==> src/rtl/mavg_ctrl.sv <==
// Sequencing controller for a moving-average engine: paces samples, resets the engine on
// reconfiguration, hides warm-up results and buffers valid results in a one-entry output stage.
module mavg_ctrl #(
   parameter int DW = 16,
   parameter int PW = 16
) (
   input  logic                 clk,
   input  logic                 rst,
   input  logic                 cfg_en,
   input  logic [2:0]           cfg_mode,
   input  logic                 cfg_orm,
   input  logic [PW-1:0]        cfg_period,
   input  logic                 clr_status,
   input  logic signed [DW-1:0] src_data,
   input  logic                 src_valid,
   output logic                 src_ready,
   output logic                 eng_rst_n,
   output logic                 eng_enable,
   output logic                 eng_data_refresh,
   output logic signed [DW-1:0] eng_din,
   output logic [2:0]           eng_mode,
   output logic                 eng_orm,
   input  logic signed [DW-1:0] eng_dout,
   input  logic                 eng_pulse,
   output logic signed [DW-1:0] m_data,
   output logic                 m_valid,
   input  logic                 m_ready,
   output logic                 underrun,
   output logic                 overrun,
   output logic [1:0]           state
);

   localparam logic [1:0] S_IDLE    = 2'b00;
   localparam logic [1:0] S_ENG_RST = 2'b01;
   localparam logic [1:0] S_WARMUP  = 2'b10;
   localparam logic [1:0] S_RUN     = 2'b11;

   logic [PW-1:0] period_sh;
   logic [PW-1:0] tick_cnt;
   logic          rst_cnt;
   logic [4:0]    ref_cnt;
   logic          fwd_r;
   logic          fwd_p;

   logic          running;
   logic          cfg_chg;
   logic          run_ok;
   logic          tick;
   logic          accept;
   logic          fwd_pulse;
   logic          load;
   logic [4:0]    win;
   logic [4:0]    ref_idx;

   // Window length of the currently shadowed mode; 8pt is held back for 16 refreshes.
   always_comb begin
      win = 5'd1;
      case (eng_mode)
         3'b000:  win = 5'd1;
         3'b001:  win = 5'd2;
         3'b010:  win = 5'd3;
         3'b011:  win = 5'd4;
         3'b100:  win = 5'd16;
         3'b101:  win = 5'd16;
         default: win = 5'd1;
      endcase
   end

   assign running    = state[1];
   assign eng_rst_n  = running;
   assign eng_enable = running;
   assign cfg_chg    = (cfg_mode != eng_mode) | (cfg_orm != eng_orm) | (cfg_period != period_sh);
   assign run_ok     = running & cfg_en & ~cfg_chg;
   assign tick       = (tick_cnt == period_sh);
   assign src_ready  = run_ok & tick;
   assign accept     = src_ready & src_valid;
   assign ref_idx    = ref_cnt + 5'd1;
   assign fwd_pulse  = eng_pulse & fwd_p & run_ok;
   assign load       = fwd_pulse & (~m_valid | m_ready);

   always_ff @(posedge clk or posedge rst) begin
      if (rst) begin
         state     <= S_IDLE;
         eng_mode  <= 3'b000;
         eng_orm   <= 1'b0;
         period_sh <= '0;
         tick_cnt  <= '0;
         rst_cnt   <= 1'b0;
         ref_cnt   <= 5'd0;
      end else begin
         case (state)
            S_IDLE: begin
               if (cfg_en) begin
                  eng_mode  <= cfg_mode;
                  eng_orm   <= cfg_orm;
                  period_sh <= cfg_period;
                  rst_cnt   <= 1'b0;
                  state     <= S_ENG_RST;
               end
            end
            S_ENG_RST: begin
               if (!cfg_en) begin
                  state <= S_IDLE;
               end else if (rst_cnt) begin
                  tick_cnt <= '0;
                  ref_cnt  <= 5'd0;
                  state    <= S_WARMUP;
               end else begin
                  rst_cnt <= 1'b1;
               end
            end
            default: begin
               if (!cfg_en) begin
                  state <= S_IDLE;
               end else if (cfg_chg) begin
                  eng_mode  <= cfg_mode;
                  eng_orm   <= cfg_orm;
                  period_sh <= cfg_period;
                  rst_cnt   <= 1'b0;
                  state     <= S_ENG_RST;
               end else begin
                  tick_cnt <= tick ? '0 : tick_cnt + PW'(1);
                  if (state == S_WARMUP && accept) begin
                     ref_cnt <= ref_idx;
                     if (ref_idx == win)
                        state <= S_RUN;
                  end
               end
            end
         endcase
      end
   end

   // The forward flag travels with the refresh, then one more stage so it lines up with the pulse.
   always_ff @(posedge clk or posedge rst) begin
      if (rst) begin
         eng_data_refresh <= 1'b0;
         eng_din          <= '0;
         fwd_r            <= 1'b0;
         fwd_p            <= 1'b0;
      end else begin
         eng_data_refresh <= accept;
         if (accept)
            eng_din <= src_data;
         fwd_r <= accept & ((ref_idx >= win) | (state == S_RUN));
         fwd_p <= eng_data_refresh & fwd_r & run_ok;
      end
   end

   always_ff @(posedge clk or posedge rst) begin
      if (rst) begin
         m_data  <= '0;
         m_valid <= 1'b0;
      end else if (load) begin
         m_data  <= eng_dout;
         m_valid <= 1'b1;
      end else if (m_valid && m_ready) begin
         m_valid <= 1'b0;
      end
   end

   always_ff @(posedge clk or posedge rst) begin
      if (rst) begin
         underrun <= 1'b0;
         overrun  <= 1'b0;
      end else begin
         if (run_ok && tick && !src_valid)
            underrun <= 1'b1;
         else if (clr_status)
            underrun <= 1'b0;
         if (fwd_pulse && m_valid && !m_ready)
            overrun <= 1'b1;
         else if (clr_status)
            overrun <= 1'b0;
      end
   end

endmodule

==> config.mk <==
export PLATFORM = sky130hd
export DESIGN_NAME = mavg_ctrl
export DESIGN_NICKNAME = d
export VERILOG_FILES = /design/src/rtl/mavg_ctrl.sv
export SDC_FILE = /design/constraint.sdc
export NUM_CORES = 1
export LEC_CHECK = 0
export ABC_AREA = 1
export BUFFER_PORTS_ARGS = -buffer_cell sky130_fd_sc_hd__buf_2
export CAP_MARGIN = 20
export CORE_MARGIN = 2
export CORE_UTILIZATION = 50
export CTS_BUF_LIST = sky130_fd_sc_hd__clkbuf_8
export DETAILED_ROUTE_END_ITERATION = 16
export PLACE_DENSITY = 0.8
export SLEW_MARGIN = 5
export SYNTH_ARGS = -nofsm -noshare
export SYNTH_HDL_FRONTEND = slang
export SYNTH_SLANG_ARGS = --single-unit
==> constraint.sdc <==
create_clock -name clk -period 3.4 [get_ports clk]
set_input_delay 0.51 -clock clk [delete_from_list [all_inputs] [get_ports clk]]
set_output_delay 0.51 -clock clk [all_outputs]
set_load 0.02 [all_outputs]
After elaboration in Yosys (flattened, before gate mapping)
Index checks and enable logic that the tools add are counted.
- bits in registers: 82
- $add $sub $neg: 2
- magnitude comparators: 1
- equal/unequal tests: 19
- muxes and demuxes: 43
- bitwise gates (word level): 18
- reductions and logical operators: 21
- operators by type and width (kind ; count):
    16-bit two-way mux ; 8
    16-bit one-hot mux with 2 select lines ; 2
    5-bit two-way mux ; 5
    5-bit one-hot mux with 4 select lines ; 1
    16-bit by 1-bit adder with 16-bit output (second input constant) ; 1
    16-bit == test ; 1
    16-bit != test ; 1
    2-bit two-way mux ; 7
    1-bit two-way mux ; 12
    1-bit AND ; 10
    5-bit by 1-bit != test with 1-bit output (second input constant) ; 2
    5-bit one-hot mux with 2 select lines ; 1
    2-bit nonzero test ; 5
    3-bit two-way mux ; 3
    4-bit AND reduction ; 2
    3-bit by 2-bit == test with 1-bit output (second input constant) ; 2
    3-bit == test (second input constant) ; 2
    1-bit logical AND ; 6
    3-bit one-hot mux with 2 select lines ; 1
    5-bit by 1-bit adder with 5-bit output (second input constant) ; 1
    5-bit == test ; 1
    5-bit >= comparator ; 1
    5-bit AND reduction ; 1
    2-bit == test (second input constant) ; 2
    other kinds (17) ; 26

Depth between registers and ports, before layout
Gate-level depths: netlist (run 1).
- depth in word-level cells: 12
- mapped depth: 15
- depth with buffers taken out: 14

Worst setup path after synthesis (run 1)
Ideal clock, no wire load.
- path type: register to register
- start point: register ref_cnt[0]
- end point: register state[0]
- library setup time: 0.121 ns
- arrival time: 1.785 ns
- required time: 3.279 ns
- slack: 1.494 ns
- stages on the path, launching flop included: 12
- buffers on the path: 0
- path through: dfrtp_1 -> ha_1 -> nand2_1 -> nor2_1 -> xor2_1 -> ha_1 -> and3_1 -> nand2_1 -> nor2_1 -> a41oi_1 -> o21bai_1 -> nand2_1
- cells in the longest elaborated chain, start to end: 4
- ends and longest elaborated chain (what ; RTL line ; text):
    start: declaration ; 41 ; logic [4:0] ref_cnt;
    start signal: assignment ; 124 ; ref_cnt <= ref_idx;
    5-bit by 1-bit adder with 5-bit output ; 77 ; assign ref_idx = ref_cnt + 5'd1;
    5-bit == test ; 125 ; if (ref_idx == win)
    5-bit by 1-bit != test with 1-bit output (no line) ; - ;
    4-bit AND reduction (no line) ; - ;
    end signal: assignment ; 83 ; state <= S_IDLE;
    end signal: assignment ; 120 ; state <= S_ENG_RST;
    end signal: assignment ; 126 ; state <= S_RUN;
    end: declaration ; 30 ; output logic [1:0] state
Every way passes these cells.
A chain may end at the register's enable or synchronous reset.

Final worst setup path (run 1)
- start point: register period_sh[14]
- end point: output src_ready
- cells in the longest elaborated chain, start to end: 5
- ends and longest elaborated chain (what ; RTL line ; text):
    start: declaration ; 38 ; logic [PW-1:0] period_sh;
    start signal: assignment ; 96 ; period_sh <= cfg_period;
    start signal: assignment ; 118 ; period_sh <= cfg_period;
    16-bit != test ; 72 ; assign cfg_chg = (cfg_mode != eng_mode) | (cfg_orm != eng_orm) | (cfg_period != period_sh);
    1-bit OR ; 72 ;
    1-bit NOT ; 73 ; assign run_ok = running & cfg_en & ~cfg_chg;
    1-bit AND ; 73 ;
    1-bit AND (*) ; 75 ; assign src_ready = run_ok & tick;
    end: declaration ; 16 ; output logic src_ready,
Mark *: on every way between the ends. The rest lies on a longest branch, timed or not.

==> results.ini, run 1 <==
[global_routing]
grt_pass1_wl_um = 17200
grt.total_usage_pct = 21.9
grt_pass1_vias = 3769
grt_max_degree = 64
antenna_found_initial = 0
gr-total-overflow = 0

[layout]
most-common-layout-cells = nand2_1, buf_2, dfrtp_1
synthToLayoutAreaGrowth_pct = 17.8
final_cells = 793
fillers = 783
nets = 745
n_antenna_cell = 0
drive_gt1_share_pct = 21.2
finalCoreUtilization_pct = 60.4
layout_commonest_cell = nand2_1

[synthesis]
synth.distinct_cells = 38
yosysWarnings = 0
synth_nets = 642
ys_ff_latch = 82
syn-cell-area_mm2 = 0.00445
postSynthAreaPerCell_um2 = 7.71
synthCells = 577
seq_area_frac_synth_pct = 46.1

[clock_network]
clk_pin_slew_ns = 0.09
clock_sinks = 82
root_buffer = clkbuf_8
clk-insertion-delay-late_ns = 0.37
htree_levels = 3
cts_made_buffers = 9
cts_hold_buf = 0
postCtsResizedCells = 0
cts_buffer_depth = 2
cts_tree = done
postCtsSetupRepairBufs = 0

[floorplanning]
start_util_pct = 51.2
top_level_ports = 104
die_y_um = 98.3
die_area_mm2 = 0.00966
rows = 34
core_mm2 = 0.00868
chipWidth_um = 98.3

[sta]
rsz0062_at_grt = no
setup_viol_count_final = 0
hold_viol_final = 0
whs_ns = 0.0646
relSlewSlack_pct = 52.2
finalCritPeriodShare_pct = 72.3
tightest_slew_ns = 0.710
layout_setup_ws_ns = 0.943
max_freq_mhz = 407
finalSetupTns_ns = 0
skew_ns = 0.0182
slew_viol_final = 0
fin_crit_ns = 2.46

[placed_design]
place_inst = 776
globalplace.congestion = 0.888
io_buffers = 103
pre_cts_ws_ns = 0.970
place_hpwl_um = 8070

[setup_path]
required_ns = 2.89
worst-setup-path-type = reg -> out
start_kind = register
cp_max_fo = 3
cp.arrival_ns = 1.95
end_kind = primary output
rrSetupSlack_ns = 1.10

[worst_hold_path]
min_path_type = in -> async

[pwr]
ir_worst_vdd_v = 0.000327
p_leak_nw = 2.97
powerDensity_mw_per_mm2 = 652

[routing]
wire_per_inst_um = 13.3
wl_um = 10600
drcViolationCount = 0
route.vias.total = 4053
viasPerCell = 5.11
final_antenna_net_count = 0
drtIter0Drc = 221
drt_first_pass_iters = 4

[run]
maxCapViolCount = 0

[status]
status = finished clean

## flip-flops by register name, summed over array words and instances, names as in the netlist, 2 cells and up
signal	cells
eng_din	16
eng_mode	3
m_data	16
period_sh	16
ref_cnt	5
state	2
tick_cnt	16
## path summary, 6_finish.rpt
kind	to	depth (start not counted)	start
worst max register to register	m_data[1]	12	period_sh[14]
worst min-delay path	m_data[0]	2	rst
min in group clk	eng_din[4]	3	src_data[4]
worst min register to register	eng_din[4]	2	eng_din[4]
worst max-delay path	src_ready	10	period_sh[14]
max in group asynchronous	underrun	4	rst
## kinds of logic after synthesis
kind of cell / share of synthesized area (%)
AOI/OAI and AO/OA: 5.97
xor gates and xnor gates: 6.50
adders and majority gates: 1.69
buffers and inverters: 8.69
DFF: 46.1
and+or+nand+nor: 31.0
## metrics by stage
step	area, um2	total power, W
floorplan	4450	0.00240
global placement	5020	0.00269
detailed placement	5020	0.00275
CTS	5210	0.00343
global route	5240	0.00368
finish	5240	0.00341
## area by class of cell
cell class                 instances  area [um2]  area share (%)
inverter                          78         297            5.66
timing repair buffer             106         558            10.7
clock inverter                     7        63.8            1.22
clock buffer                       9         124            2.37
multi-input combinational        403        2010            38.3
sequential                        82        2050            39.2
tap                              108         135            2.58
## synth_stat cells
master,number,share of area (%)
a21oi_1,2,0.23
nor3_2,1,0.23
nand4_1,8,1.1
nand3_4,1,0.39
xor2_1,10,2.0
nor2_2,5,0.70
and3_1,1,0.14
nor3_1,14,1.6
clkbuf_1,1,0.084
a21boi_1,1,0.17
o32ai_1,1,0.20
clkbuf_2,1,0.11
ha_1,6,1.7
nand2_2,3,0.42
a41oi_1,1,0.20
o21bai_1,2,0.34
o22ai_1,1,0.14
nand3_2,1,0.23
inv_1,74,6.2
buf_4,4,0.68
inv_4,1,0.14
o21ai_1,3,0.34
nand3_1,36,4.1
xnor2_1,23,4.5
a22oi_1,2,0.34
dfrtp_1,82,46
nand2_4,4,1.0
nor2_1,27,2.3
inv_2,3,0.25
nand2_1,211,18
a2bb2oi_1,1,0.20
o21ai_0,31,3.5
nor4_1,2,0.28
nor2_4,3,0.76
a21o_1,1,0.17
buf_6,2,0.51
buf_2,6,0.68
a21boi_0,1,0.17
## power by group
part,internal [W],leakage (nW),switching [W]
sequential,0.00118,1.10,0.000284
clock,0.000277,0.0930,0.000392
combinational,0.000491,1.77,0.000786
## routing by layer
layer  track usage, %  vias to the layer above  wire (um)
met4             6.85                        0        157
met3             4.29                       15        772
met5                0                        -          0
met2             35.5                      150       4930
met1             29.9                     1886       4710
li1                 -                     2002          -
## worst max-delay path, cell delays in order (launching register included)
cell and delay [ns]:
dfrtp_1 0.44, inv_1 0.10, nand2_1 0.05, nand2_1 0.06
nand2_1 0.06, nor2_1 0.26, nand3_1 0.13, nor2_2 0.16
nand3_4 0.10, inv_1 0.06, buf_2 0.16
No activity file was read; power rests on OpenSTA's default activity.
==> run 2, diff against run 1 <==
--- a/config.mk
+++ b/config.mk
@@ -12,7 +12,7 @@
 export CORE_UTILIZATION = 50
 export CTS_BUF_LIST = sky130_fd_sc_hd__clkbuf_8
 export DETAILED_ROUTE_END_ITERATION = 16
-export PLACE_DENSITY = 0.8
+export PLACE_DENSITY = 0.83
 export SLEW_MARGIN = 5
 export SYNTH_ARGS = -nofsm -noshare
 export SYNTH_HDL_FRONTEND = slang
==> constraint.sdc (replaced) <==
create_clock -name clk -period 2.08 [get_ports clk]
set_input_delay 0.312 -clock clk [delete_from_list [all_inputs] [get_ports clk]]
set_output_delay 0.312 -clock clk [all_outputs]
set_load 0.02 [all_outputs]
==> results.ini, run 2 (synthesis results as in run 1) <==
[status]
status = finished with violations
violations = negative setup slack

[sta]
skew_ns = 0.0127  ; -0.00548 ns
fin_crit_ns = 2.12
max_freq_mhz = 472
slew_viol_final = 0  ; unchanged
relSlewSlack_pct = 60.9  ; +8.7 points
setup_viol_count_final = 2  ; +2
finalCritPeriodShare_pct = 102
layout_setup_ws_ns = -0.0409  ; -0.984 ns
tightest_slew_ns = 0.585  ; -0.125 ns
hold_viol_final = 0  ; unchanged
whs_ns = 0.0101  ; -0.0545 ns
rsz0062_at_grt = yes

[clock_network]
clk_pin_slew_ns = 0.09  ; about the same
htree_levels = 3  ; unchanged
cts_buffer_depth = 2  ; unchanged
cts_tree = done
clock_sinks = 82  ; unchanged
cts_hold_buf = 0  ; unchanged
cts_made_buffers = 9  ; unchanged
clk-insertion-delay-late_ns = 0.36  ; about the same
root_buffer = clkbuf_8

[pwr]
p_sw_share_pct = 42.4  ; -0.47 points
comb_power_share_pct = 42.4  ; +5.0 points
ir_worst_vdd_v = 0.000716  ; +120%
p_clk_share_pct = 19.4  ; -0.2 points
p_leak_nw = 3.08  ; +4.0%
p_int_w = 0.00359  ; +84%
power_switching_w = 0.00264  ; +81%
p_seq_share_pct = 38.2  ; -4.8 points
power_w = 0.00624  ; +83%
powerDensity_mw_per_mm2 = 1110  ; +71%

[setup_path]
end_kind = register
cp_slowest_cell = dfrtp_1
crit_top_cell = nor2_4
reg2reg_from = ref_cnt[1]
critical_path.max_stage_delay_ns = 0.42  ; -0.02 ns
crit_chain = ha_2 -> nand2_2 -> nor2_4 -> xor2_1 -> ha_1 -> and3_4 -> nand2_4 -> nor2_4 -> a41oi_2 -> o21bai_1 -> nand2_1
cp.arrival_ns = 2.37  ; +0.42 ns
rr_worst_depth = 11  ; -1
worst_r2r_endpoint = state[0]
rrSetupSlack_ns = -0.04  ; -1.14 ns
worst-setup-path-type = reg -> reg
cp_max_fo = 3  ; unchanged
start_kind = register
required_ns = 2.33  ; -0.56 ns

[global_routing]
grt_pass1_wl_um = 18200  ; +5.6%
antenna_found_initial = 0  ; unchanged
grt.total_usage_pct = 22.9  ; +1.0 points
grt_max_degree = 36  ; -44%
gr-total-overflow = 0  ; unchanged
grt_pass1_vias = 3931  ; +4.3%

[routing]
wire_per_inst_um = 14.1  ; +5.7%
drtIter0Drc = 248  ; +12%
wl_um = 11500  ; +8.8%
viasPerCell = 5.15  ; +0.75%
drt_first_pass_iters = 5  ; +1
route.vias.total = 4202  ; +3.7%
drcViolationCount = 0  ; unchanged
final_antenna_net_count = 0  ; unchanged

[floorplanning]
rows = 34  ; unchanged
core_mm2 = 0.00868  ; unchanged
die_y_um = 98.3  ; unchanged
top_level_ports = 104  ; unchanged
die_area_mm2 = 0.00966  ; unchanged
start_util_pct = 51.2  ; unchanged
chipWidth_um = 98.3  ; unchanged

[placed_design]
place_hpwl_um = 8270  ; +2.5%
pre_cts_ws_ns = -0.0571  ; -1.03 ns
globalplace.congestion = 0.963  ; +8.5%
io_buffers = 103  ; unchanged
place_inst = 791  ; +1.9%

[layout]
synthToLayoutAreaGrowth_pct = 25.8
fillers = 744  ; -5.0%
multi_input_area_mm2 = 0.00213  ; +6.0%
drive_gt1_share_pct = 27.7  ; +6.5 points
nets = 768  ; +3.1%
most-common-layout-cells = nand2_1, buf_2, dfrtp_1
regArea_mm2 = 0.00206  ; +0.24%
layout_commonest_cell = nand2_1
finalCoreUtilization_pct = 64.5  ; +4.1 points
final_cells = 816  ; +2.9%
n_antenna_cell = 0  ; unchanged

[run]
maxCapViolCount = 0  ; unchanged

[worst_hold_path]
min_path_type = in -> async

-- run 2: changes by cell type in the layout (fill, tap and decap cells not counted), moves of 3 or more --
cell,delta
buf_4,+20
nor2_1,-7
nand2_1,-6
nor2_4,+6
nand2_2,+5
dfrtp_1,-4
dfrtp_2,+4
buf_12,+3
inv_1,-3
inv_2,+3
o21ai_0,-3
o21ai_1,+3
-- run 2: stage by stage --
step / TNS, ns / area [um2]
after detailed placement: -0.172 / 5170
after global placement: 0 / 5170
after floorplan: 0 / 4450
after global routing: -0.598 / 5600
final: -0.0446 / 5600
after CTS: 0 / 5450
-- run 2: cell type report --
type / count / area share [%]
repair buffers: 129 / 13.6
inverters: 78 / 5.52
clock inverters: 7 / 1.48
multi-input cells: 403 / 38.1
well taps: 108 / 2.42
clock buffers: 9 / 2.21
flip-flops and latches: 82 / 36.8
-- run 2: worst max-delay path by stage --
stage	to	cells past startpoint	startpoint	slack, ns
after floorplan	state[0]	11	ref_cnt[0]	0.17
after global placement	state[0]	11	ref_cnt[0]	0.07
after detailed placement	tick_cnt[13]	11	eng_mode[0]	-0.06
after CTS	src_ready	10	period_sh[9]	0.008
after global routing	state[0]	11	ref_cnt[1]	-0.13
final	state[0]	11	ref_cnt[1]	-0.04
-- run 2: metal layers --
layer  routed length, um  part of all wire [%]  up-vias  GRT usage, %
li1                    -                     -     2044             -
met1                5020                    44     1930          31.8
met2                5390                    47      200          36.5
met3                 867                   7.5       28          4.15
met4                 218                   1.9        0          7.90
met5                   0                     0        -             0
-- run 2: worst max-delay path: cells and delay by family (launching register included) --
family / cells / cell delay [ns]
flip-flops: 1 / 0.42
adder cells (fa/ha/maj): 2 / 0.54
AO/OA/AOI/OAI: 2 / 0.26
XOR/XNOR: 1 / 0.17
AND/OR/NAND/NOR: 6 / 0.61
-- run 2: power groups by stage --
stage | clock network [W] | logic [W] | registers, W
2_1_floorplan | 0 | 0.00157 | 0.00235
3_3_place_gp | 0 | 0.00217 | 0.00237
3_5_place_dp | 0 | 0.00227 | 0.00239
4_1_cts | 0.00123 | 0.00239 | 0.00235
5_1_grt | 0.00130 | 0.00292 | 0.00242
6_report | 0.00121 | 0.00264 | 0.00238
-- run 2: repair_timing --
action / CTS / global route
resized for setup: 9 / 36
buffers inserted: 6 / 3
pin swaps: 7 / 15
gates cloned: 0 / 0
endpoints found under the setup margin: 9 / 55
endpoints found under the hold margin: 0 / 0
